$ cat src/rtl/icache_line.sv
// Direct-mapped instruction cache between ifetch and memctrl: 1-cycle hits,
// critical-word-first line refill, cancel/drain and whole-cache invalidate.
module icache_line #(
    parameter int INDEX_WIDTH  = 3,
    parameter int OFFSET_WIDTH = 2
) (
    input  logic        clk,
    input  logic        rst,
    input  logic        rdy,
    input  logic        req_valid,
    input  logic [31:0] req_pc,
    output logic        req_ready,
    output logic        resp_valid,
    output logic [31:0] resp_inst,
    input  logic        cancel,
    input  logic        invalidate,
    output logic        mem_req,
    output logic [31:0] mem_addr,
    input  logic        mem_grant,
    input  logic        mem_valid,
    input  logic [31:0] mem_data,
    output logic [31:0] hit_count,
    output logic [31:0] miss_count
);
    localparam int TAG_WIDTH = 30 - INDEX_WIDTH - OFFSET_WIDTH;
    localparam int LINES     = 1 << INDEX_WIDTH;
    localparam int WORDS     = 1 << OFFSET_WIDTH;

    typedef enum logic [1:0] {IDLE, REQ, WAIT, DRAIN} state_t;

    state_t                     state_reg, state_next;
    logic [LINES-1:0]           valid_reg;
    logic [TAG_WIDTH-1:0]       tag_mem [LINES];
    logic [31:0]                data_mem [LINES*WORDS];
    logic [31:0]                rd_data_reg;
    logic [31:0]                resp_word_reg;
    logic                       resp_from_ram_reg;
    logic                       resp_valid_reg;
    logic                       mem_req_reg, mem_req_next;
    logic [31:0]                mem_addr_reg;
    logic [31:0]                hit_count_reg, miss_count_reg;
    logic                       poisoned_reg;
    logic [TAG_WIDTH-1:0]       tag_lat_reg;
    logic [INDEX_WIDTH-1:0]     index_lat_reg;
    logic [OFFSET_WIDTH-1:0]    req_off_reg, fill_ptr_reg, fill_ptr_inc;

    logic [TAG_WIDTH-1:0]       req_tag;
    logic [INDEX_WIDTH-1:0]     req_index;
    logic [OFFSET_WIDTH-1:0]    req_offset;
    logic                       lookup, line_hit, lookup_hit, lookup_miss, fill_last;
    logic                       fill_write, fill_done, issue_next;
    logic                       unused_pc_bits;

    assign req_tag        = req_pc[31 -: TAG_WIDTH];
    assign req_index      = req_pc[OFFSET_WIDTH+2 +: INDEX_WIDTH];
    assign req_offset     = req_pc[2 +: OFFSET_WIDTH];
    assign unused_pc_bits = ^req_pc[1:0];

    assign lookup       = (state_reg == IDLE) && req_valid && !cancel;
    assign line_hit     = valid_reg[req_index] && (tag_mem[req_index] == req_tag);
    assign lookup_hit   = lookup && line_hit;
    assign lookup_miss  = lookup && !line_hit;
    assign fill_ptr_inc = fill_ptr_reg + OFFSET_WIDTH'(1);
    // Fill started at the requested offset, so it ends just before it.
    assign fill_last    = (fill_ptr_inc == req_off_reg);

    assign req_ready  = (state_reg == IDLE);
    assign resp_valid = resp_valid_reg;
    assign resp_inst  = resp_from_ram_reg ? rd_data_reg : resp_word_reg;
    assign mem_req    = mem_req_reg;
    assign mem_addr   = mem_addr_reg;
    assign hit_count  = hit_count_reg;
    assign miss_count = miss_count_reg;

    always_comb begin
        state_next   = state_reg;
        mem_req_next = mem_req_reg;
        fill_write   = 1'b0;
        fill_done    = 1'b0;
        issue_next   = 1'b0;
        case (state_reg)
            IDLE: begin
                if (lookup_miss) begin
                    state_next   = REQ;
                    mem_req_next = 1'b1;
                end
            end
            REQ: begin
                if (mem_grant) begin
                    state_next   = cancel ? DRAIN : WAIT;
                    mem_req_next = 1'b0;
                end else if (cancel) begin
                    state_next   = IDLE;
                    mem_req_next = 1'b0;
                end
            end
            WAIT: begin
                if (cancel) begin
                    state_next = mem_valid ? IDLE : DRAIN;
                end else if (mem_valid) begin
                    fill_write = 1'b1;
                    if (fill_last) begin
                        fill_done  = 1'b1;
                        state_next = IDLE;
                    end else begin
                        issue_next   = 1'b1;
                        mem_req_next = 1'b1;
                        state_next   = REQ;
                    end
                end
            end
            DRAIN: begin
                if (mem_valid) state_next = IDLE;
            end
            default: state_next = IDLE;
        endcase
    end

    always_ff @(posedge clk) begin
        if (rst) begin
            state_reg         <= IDLE;
            mem_req_reg       <= 1'b0;
            mem_addr_reg      <= '0;
            resp_valid_reg    <= 1'b0;
            resp_word_reg     <= '0;
            resp_from_ram_reg <= 1'b0;
            hit_count_reg     <= '0;
            miss_count_reg    <= '0;
            poisoned_reg      <= 1'b0;
            tag_lat_reg       <= '0;
            index_lat_reg     <= '0;
            req_off_reg       <= '0;
            fill_ptr_reg      <= '0;
        end else if (rdy) begin
            state_reg      <= state_next;
            mem_req_reg    <= mem_req_next;
            resp_valid_reg <= lookup_hit || fill_done;
            if (lookup_hit) begin
                hit_count_reg     <= hit_count_reg + 32'd1;
                resp_from_ram_reg <= 1'b1;
            end
            if (lookup_miss) begin
                miss_count_reg <= miss_count_reg + 32'd1;
                tag_lat_reg    <= req_tag;
                index_lat_reg  <= req_index;
                req_off_reg    <= req_offset;
                fill_ptr_reg   <= req_offset;
                mem_addr_reg   <= {req_pc[31:2], 2'b00};
                poisoned_reg   <= invalidate;
            end else if (invalidate && state_reg != IDLE) begin
                poisoned_reg <= 1'b1;
            end
            if (fill_write) begin
                fill_ptr_reg <= fill_ptr_inc;
                if (fill_ptr_reg == req_off_reg) begin
                    resp_word_reg     <= mem_data;
                    resp_from_ram_reg <= 1'b0;
                end
            end
            if (issue_next) mem_addr_reg <= {tag_lat_reg, index_lat_reg, fill_ptr_inc, 2'b00};
        end
    end

    // Line storage carries no reset; validity alone decides hits.
    always_ff @(posedge clk) begin
        if (!rst && rdy) begin
            if (fill_write) data_mem[{index_lat_reg, fill_ptr_reg}] <= mem_data;
            if (lookup_hit) rd_data_reg <= data_mem[{req_index, req_offset}];
            if (fill_done) tag_mem[index_lat_reg] <= tag_lat_reg;
        end
    end

    generate
        for (genvar gi = 0; gi < LINES; gi++) begin : g_valid
            always_ff @(posedge clk) begin
                if (rst) begin
                    valid_reg[gi] <= 1'b0;
                end else if (rdy) begin
                    if (invalidate)
                        valid_reg[gi] <= 1'b0;
                    else if (lookup_miss && req_index == INDEX_WIDTH'(gi))
                        valid_reg[gi] <= 1'b0;
                    else if (fill_done && !poisoned_reg && index_lat_reg == INDEX_WIDTH'(gi))
                        valid_reg[gi] <= 1'b1;
                end
            end
        end
    endgenerate
endmodule

$ cat config.mk
export PLATFORM = sky130hd
export DESIGN_NAME = icache_line
export DESIGN_NICKNAME = d
export VERILOG_FILES = /design/src/rtl/icache_line.sv
export SDC_FILE = /design/constraint.sdc
export NUM_CORES = 1
export LEC_CHECK = 0
export ABC_AREA = 0
export CAP_MARGIN = 15
export CORE_MARGIN = 5
export CORE_UTILIZATION = 62
export CTS_BUF_LIST = sky130_fd_sc_hd__clkbuf_2 sky130_fd_sc_hd__clkbuf_4 sky130_fd_sc_hd__clkbuf_8
export CTS_CLUSTER_DIAMETER = 80
export DETAILED_ROUTE_END_ITERATION = 16
export GPL_TIMING_DRIVEN = 1
export PLACE_DENSITY = 0.83
export SKIP_CTS_REPAIR_TIMING = 1
export SLEW_MARGIN = 0
export SYNTH_ARGS = -nofsm -noshare
export SYNTH_HDL_FRONTEND = slang
export SYNTH_SLANG_ARGS = --single-unit
export TNS_END_PERCENT = 10
$ cat constraint.sdc
create_clock -name clk -period 11.6 [get_ports clk]
set_input_delay 2.32 -clock clk [delete_from_list [all_inputs] [get_ports clk]]
set_output_delay 2.32 -clock clk [all_outputs]
set_load 0.02 [all_outputs]
# Yosys cells after proc, flatten, opt, wreduce, memory -nomap -nowiden
# Memory sizes are Yosys's and may differ from the RTL's. A register that Yosys moved wholly into a read port is not among the register bits.
# Cells that the tools add are included.
[word_totals]
reg_bits = 174
ram_bits = 1224
in_bits = 72
out_inout_bits = 131
wordCells = 186
n_memories = 2
[mem_list]
columns = ["memory", "depth", "width", "read_ports", "rd_ports_with_merged_regs", "wr", "line", "rtl"]
rows = [
  ["data_mem", 32, 32, 1, 1, 1, "34", "logic [31:0] data_mem [LINES*WORDS];"],
  ["tag_mem", 8, 25, 1, 0, 1, "33", "logic [TAG_WIDTH-1:0] tag_mem [LINES];"],
]
[classes]
n_addsub = 3
order_cmp = 1
n_eq_ne = 27
muxes = 70
reduce_logical = 62
[ops]
columns = ["cell", "count"]
rows = [
  ["32-bit two-way mux", 3],
  ["32-bit by 1-bit adder with 32-bit output (second input constant)", 2],
  ["1-bit two-way mux", 55],
  ["2-bit AND reduction", 14],
  ["3-bit nonzero test", 9],
  ["25-bit equality test", 1],
  ["3-bit equality test (second input constant)", 8],
  ["1-bit logical AND", 24],
  ["2-bit two-way mux", 9],
  ["3-bit by 2-bit equality test with 1-bit output (second input constant)", 4],
  ["2-bit != test (second input constant)", 4],
  ["2-bit one-hot mux with 4 select lines", 1],
  ["2-bit nonzero test", 4],
  ["7-bit AND reduction", 1],
  ["3-bit by 1-bit equality test with 1-bit output (second input constant)", 2],
  ["3-bit logical NOT", 2],
  ["3-bit != test (second input constant)", 2],
  ["5-bit AND reduction", 1],
  ["2-bit equality test", 2],
  ["2-bit equality test (second input constant)", 2],
  ["1-bit logical NOT", 4],
  ["3-bit by 4-bit < comparator with 1-bit output (second input constant)", 1],
  ["1-bit binary-select mux with 3-bit select", 1],
  ["1-bit one-hot mux with 3 select lines", 1],
  ["6 further kinds", 6],
]

# Longest topological paths before layout
[logic_depth]
ltp_word = 11
depth_mapped = 14
depth_no_buf = 9

# Worst setup path before layout
# OpenSTA, ideal clock, no wires.
[synth_timing]
path_type = "input to register"
startpoint = "in req_pc[4]"
endpoint = "reg rd_data_reg[0] (read register of data_mem), enable pin"
setup_time_ps = 421
t_arrival_ps = 5942
required_ps = 11179
setup_slack_ps = 5237
cell_stages = 11
path_cell_list = "buf_2 -> buf_2 -> buf_2 -> o22ai_1 -> a221oi_1 -> xnor2_1 -> nand2_1 -> or4b_2 -> nor4b_1 -> nand4_1 -> nor2_1"
[synth_via]
elab_chain_len = 5
word_cells_on_any_way = 7
[synth_lines]
columns = ["item", "line", "rtl"]
rows = [
  ["start, declared", "11", "input logic [31:0] req_pc,"],
  ["memory read 8 x 25 bit or 1-bit binary-select mux with 3-bit select (tied branches)", "--", ""],
  ["25-bit equality test or 1-bit two-way mux (tied branches)", "60", "assign line_hit = valid_reg[req_index] && (tag_mem[req_index] == req_tag);"],
  ["1-bit logical AND", "60", ""],
  ["1-bit logical AND", "61", "assign lookup_hit = lookup && line_hit;"],
  ["2-bit AND reduction (no line)", "--", ""],
  ["end, declared", "35", "logic [31:0] rd_data_reg;"],
]
# Several ways; a longest one is shown, not always the timed one. The select of a mux whose other input is x is not followed.
# A chain may end at the register's enable or synchronous reset.

# Final worst setup path
[layout_timing]
startpoint = "in req_pc[4]"
endpoint = "reg rd_data_reg[18] (read register of data_mem), enable pin"
# The elaborated chain is that of the path after synthesis.

==> results.sh <==
export IMPL_synth_seq_area_share_pct=73.5
export IMPL_layout_min_cycle_time_ns=6.59
export IMPL_routed_wl_um=138000
export IMPL_synth_cell_types=68
export IMPL_dr_total_vias=31000
export IMPL_synthAdderAreaFrac_pct=0.134
export IMPL_crit_type="in -> reg"
export IMPL_drv_slew=0
export IMPL_largest_register="data_mem"
export IMPL_arrival_ns=7.09
export IMPL_track_usage_pct=28.8
export IMPL_largest_registers="data_mem (1024), tag_mem (200)"
export IMPL_dp_hpwl_um=72600
export IMPL_area_growth_pct=14.3
export IMPL_drc=0
export IMPL_clock_latency_ns=0.92
export IMPL_critPathMaxStageDelay_ns=0.76
export IMPL_synthArstFlopShare_pct=0
export IMPL_crit_path_end_kind="register"
export IMPL_multi_input_comb_area_mm2=0.0143
export IMPL_synth_top_family_by_area="multiplexers"
export IMPL_leakagePower_nw=20.9
export IMPL_rsz0062_at_grt="false"
export IMPL_drt_pass1_iterations=6
export IMPL_numCtsBuffers=212
export IMPL_h_tree_depth=4
export IMPL_grt_max_degree=144
export IMPL_antenna_found_initial=8
export IMPL_place_congestion=0.844
export IMPL_synth_main_ff_cell="edfxtp_1"
export IMPL_finalPower_mw=10.3
export IMPL_finalClockSkew_ns=0.0521
export IMPL_clk_pin_slew_ns=0.06
export IMPL_synthXorXnorAreaFrac_pct=0.704
export IMPL_io_buffers=198
export IMPL_powerDensity_mw_per_mm2=161
export IMPL_min_from="resp_word_reg[28]"
export IMPL_required_ns=12.10
export IMPL_cts_root_buf="clkbuf_8"
export IMPL_wire_per_inst_um=29.4
export IMPL_cts_sinks=1428
export IMPL_worst_pin_slew_ns=1.14
export IMPL_ant_nets=0
export IMPL_synth_most_common_cell="edfxtp_1"
export IMPL_synth_area_leaders="edfxtp_1 (67%), mux4_2 (13%), dfxtp_1 (6.2%), mux2i_1 (1.9%), nand2_1 (1.5%)"
export IMPL_cp_start_kind="primary input"
export IMPL_hold_depth=2
export IMPL_seq_area_mm2=0.0412
export IMPL_syn_avg_cell_area_um2=18.5
export IMPL_die_y_um=310
export IMPL_hold_viol=0
export IMPL_ys_top_cells_by_count="edfxtp_1 (1,256), mux4_2 (324), nand2_1 (226), dfxtp_1 (172), nor2_1 (149)"
export IMPL_synth_top_area_share_pct=67.4
export IMPL_cp_common_cell="buf_4"
export IMPL_synth_simple_gate_area_share_pct=4.85
export IMPL_setup_violations=0
export IMPL_final_nets=3397
export IMPL_die_x_um=310
export IMPL_rows=110
export IMPL_whs_ns=0.451
export IMPL_num_io_pins=203
export IMPL_status="completed"
export IMPL_synth_top_cell_by_area="edfxtp_1"
export IMPL_dp_cells=4279
export IMPL_grt_pass1_vias=31400
export IMPL_reg2reg_from="state_reg[1]"
export IMPL_drv_cap=0
export IMPL_synth_edf_count=1256
export IMPL_syn_inst=3024
export IMPL_netlist_area_mm2=0.0560
export IMPL_maxSlewHeadroom_pct=23.8
export IMPL_clockBufferDepth=3
export IMPL_cp_cell_sequence="buf_4, buf_4, nand2_1, o22ai_1, a21oi_1, xnor2_1, nand2_1, or4b_2, nor4b_1, nand4_1, nor2_4, buf_4"
export IMPL_grt_pass1_wl_um=201000
export IMPL_nFillCells=5083
export IMPL_period_share_pct=56.8
export IMPL_drive_above_1_share_pct=25.3
export IMPL_layout_cells_non_filler=4684
export IMPL_vias_per_cell=6.61
export IMPL_dpl_worst_slack_ns=3.99
export IMPL_fin_tns_setup_ns=0
export IMPL_muxShareOfSynthArea_pct=16.4
export IMPL_r2r_end="data_mem[11][18]"
export IMPL_cts_tree="built"
export IMPL_setup_slack_ns=5.01
export IMPL_largest_reg_flops=1024
export IMPL_die_area_mm2=0.0964
export IMPL_start_util_pct=62.3
export IMPL_rrSetupSlack_ns=7.45
export IMPL_synth_compound_area_share_pct=2.85
export IMPL_critPathSlowestCell="buf_4"
export IMPL_yosys_warnings=0
export IMPL_synth_seq_cells=1428
export IMPL_grt_remaining_overflow=0
export IMPL_drt_iter0_markers=4605
export IMPL_holdPathEnd="resp_word_reg[28]"
export IMPL_peakVddDrop_mv=0.146
export IMPL_hold_class="reg -> reg"
export IMPL_coreArea_mm2=0.0899
export IMPL_crit_fanout=40
export IMPL_fmax_ghz=0.152
export IMPL_ff2ff_path_depth=6
## cell families (layout without fill, tap and decap cells)
| group | after synthesis | in the layout |
|---|---|---|
| flops | 1428 | 1428 |
| simple gates | 589 | 589 |
| mux | 503 | 503 |
| compound gates | 243 | 243 |
| buf+inv | 209 | 686 |
| xor+xnor | 45 | 45 |
| fa+ha+maj | 6 | 6 |
| other cells | 1 | 8 |
## critical path: cells and delay by family
| family | cells | cell delay, ns |
|---|---|---|
| buffers and inverters | 3 | 1.76 |
| AOI/OAI and AO/OA | 2 | 0.44 |
| and+or+nand+nor | 6 | 2.09 |
| xor gates and xnor gates | 1 | 0.38 |
## layer usage
layer	wire, um	GRT usage, %	up-vias
met2	66900	46.3	2198
met3	17300	7.47	351
met5	27	0	-
met1	49000	39.5	15700
met4	4490	9.91	4
li1	-	-	12800
## final cells by class
class | instances | area share, %
clock buffers | 327 | 6.10
inverters | 27 | 0.162
clock inverters | 70 | 0.903
multi-input cells | 1388 | 22.3
flip-flops and latches | 1428 | 64.3
diodes | 6 | 0.0235
repair buffers | 262 | 3.94
well taps | 1176 | 2.30
## report_power, final
group          switching [mW]  total, mW  leakage (nW)  internal (mW)
logic                   0.277      0.484          5.63          0.207
registers              0.0195       5.62          12.9           5.60
clock network            1.92       4.22          2.39           2.29
## worst max-delay path by stage
stage / start / to / slack, ns
4_1_cts: req_pc[4] / hit_count[17] / 4.99
3_3_place_gp: req_pc[4] / hit_count[27] / 4.26
2_1_floorplan: req_pc[4] / rd_data_reg[0] / 5.24
3_5_place_dp: req_pc[4] / hit_count[17] / 3.99
6_report: req_pc[4] / rd_data_reg[18] / 5.01
5_1_grt: req_pc[4] / hit_count[18] / 4.88
## cells in the final DEF (no fill, tap or decap), types with 63 or more instances in the layout
| master | count |
|---|---|
| buf_4 | 63 |
| clkbuf_4 | 95 |
| clkbuf_8 | 232 |
| clkdlybuf4s50_1 | 192 |
| dfxtp_1 | 171 |
| edfxtp_1 | 1256 |
| mux2_2 | 69 |
| mux2i_1 | 109 |
| mux4_2 | 324 |
| nand2_1 | 225 |
| nor2_1 | 108 |
## metrics by stage
stage          util [%]  area, um^2
2_1_floorplan         -       56000
3_3_place_gp       66.2       59500
3_5_place_dp       66.2       59500
4_1_cts            71.2       63900
5_1_grt            71.2       64000
6_report           71.2       64000
No activity file was read; power rests on OpenSTA's default activity.
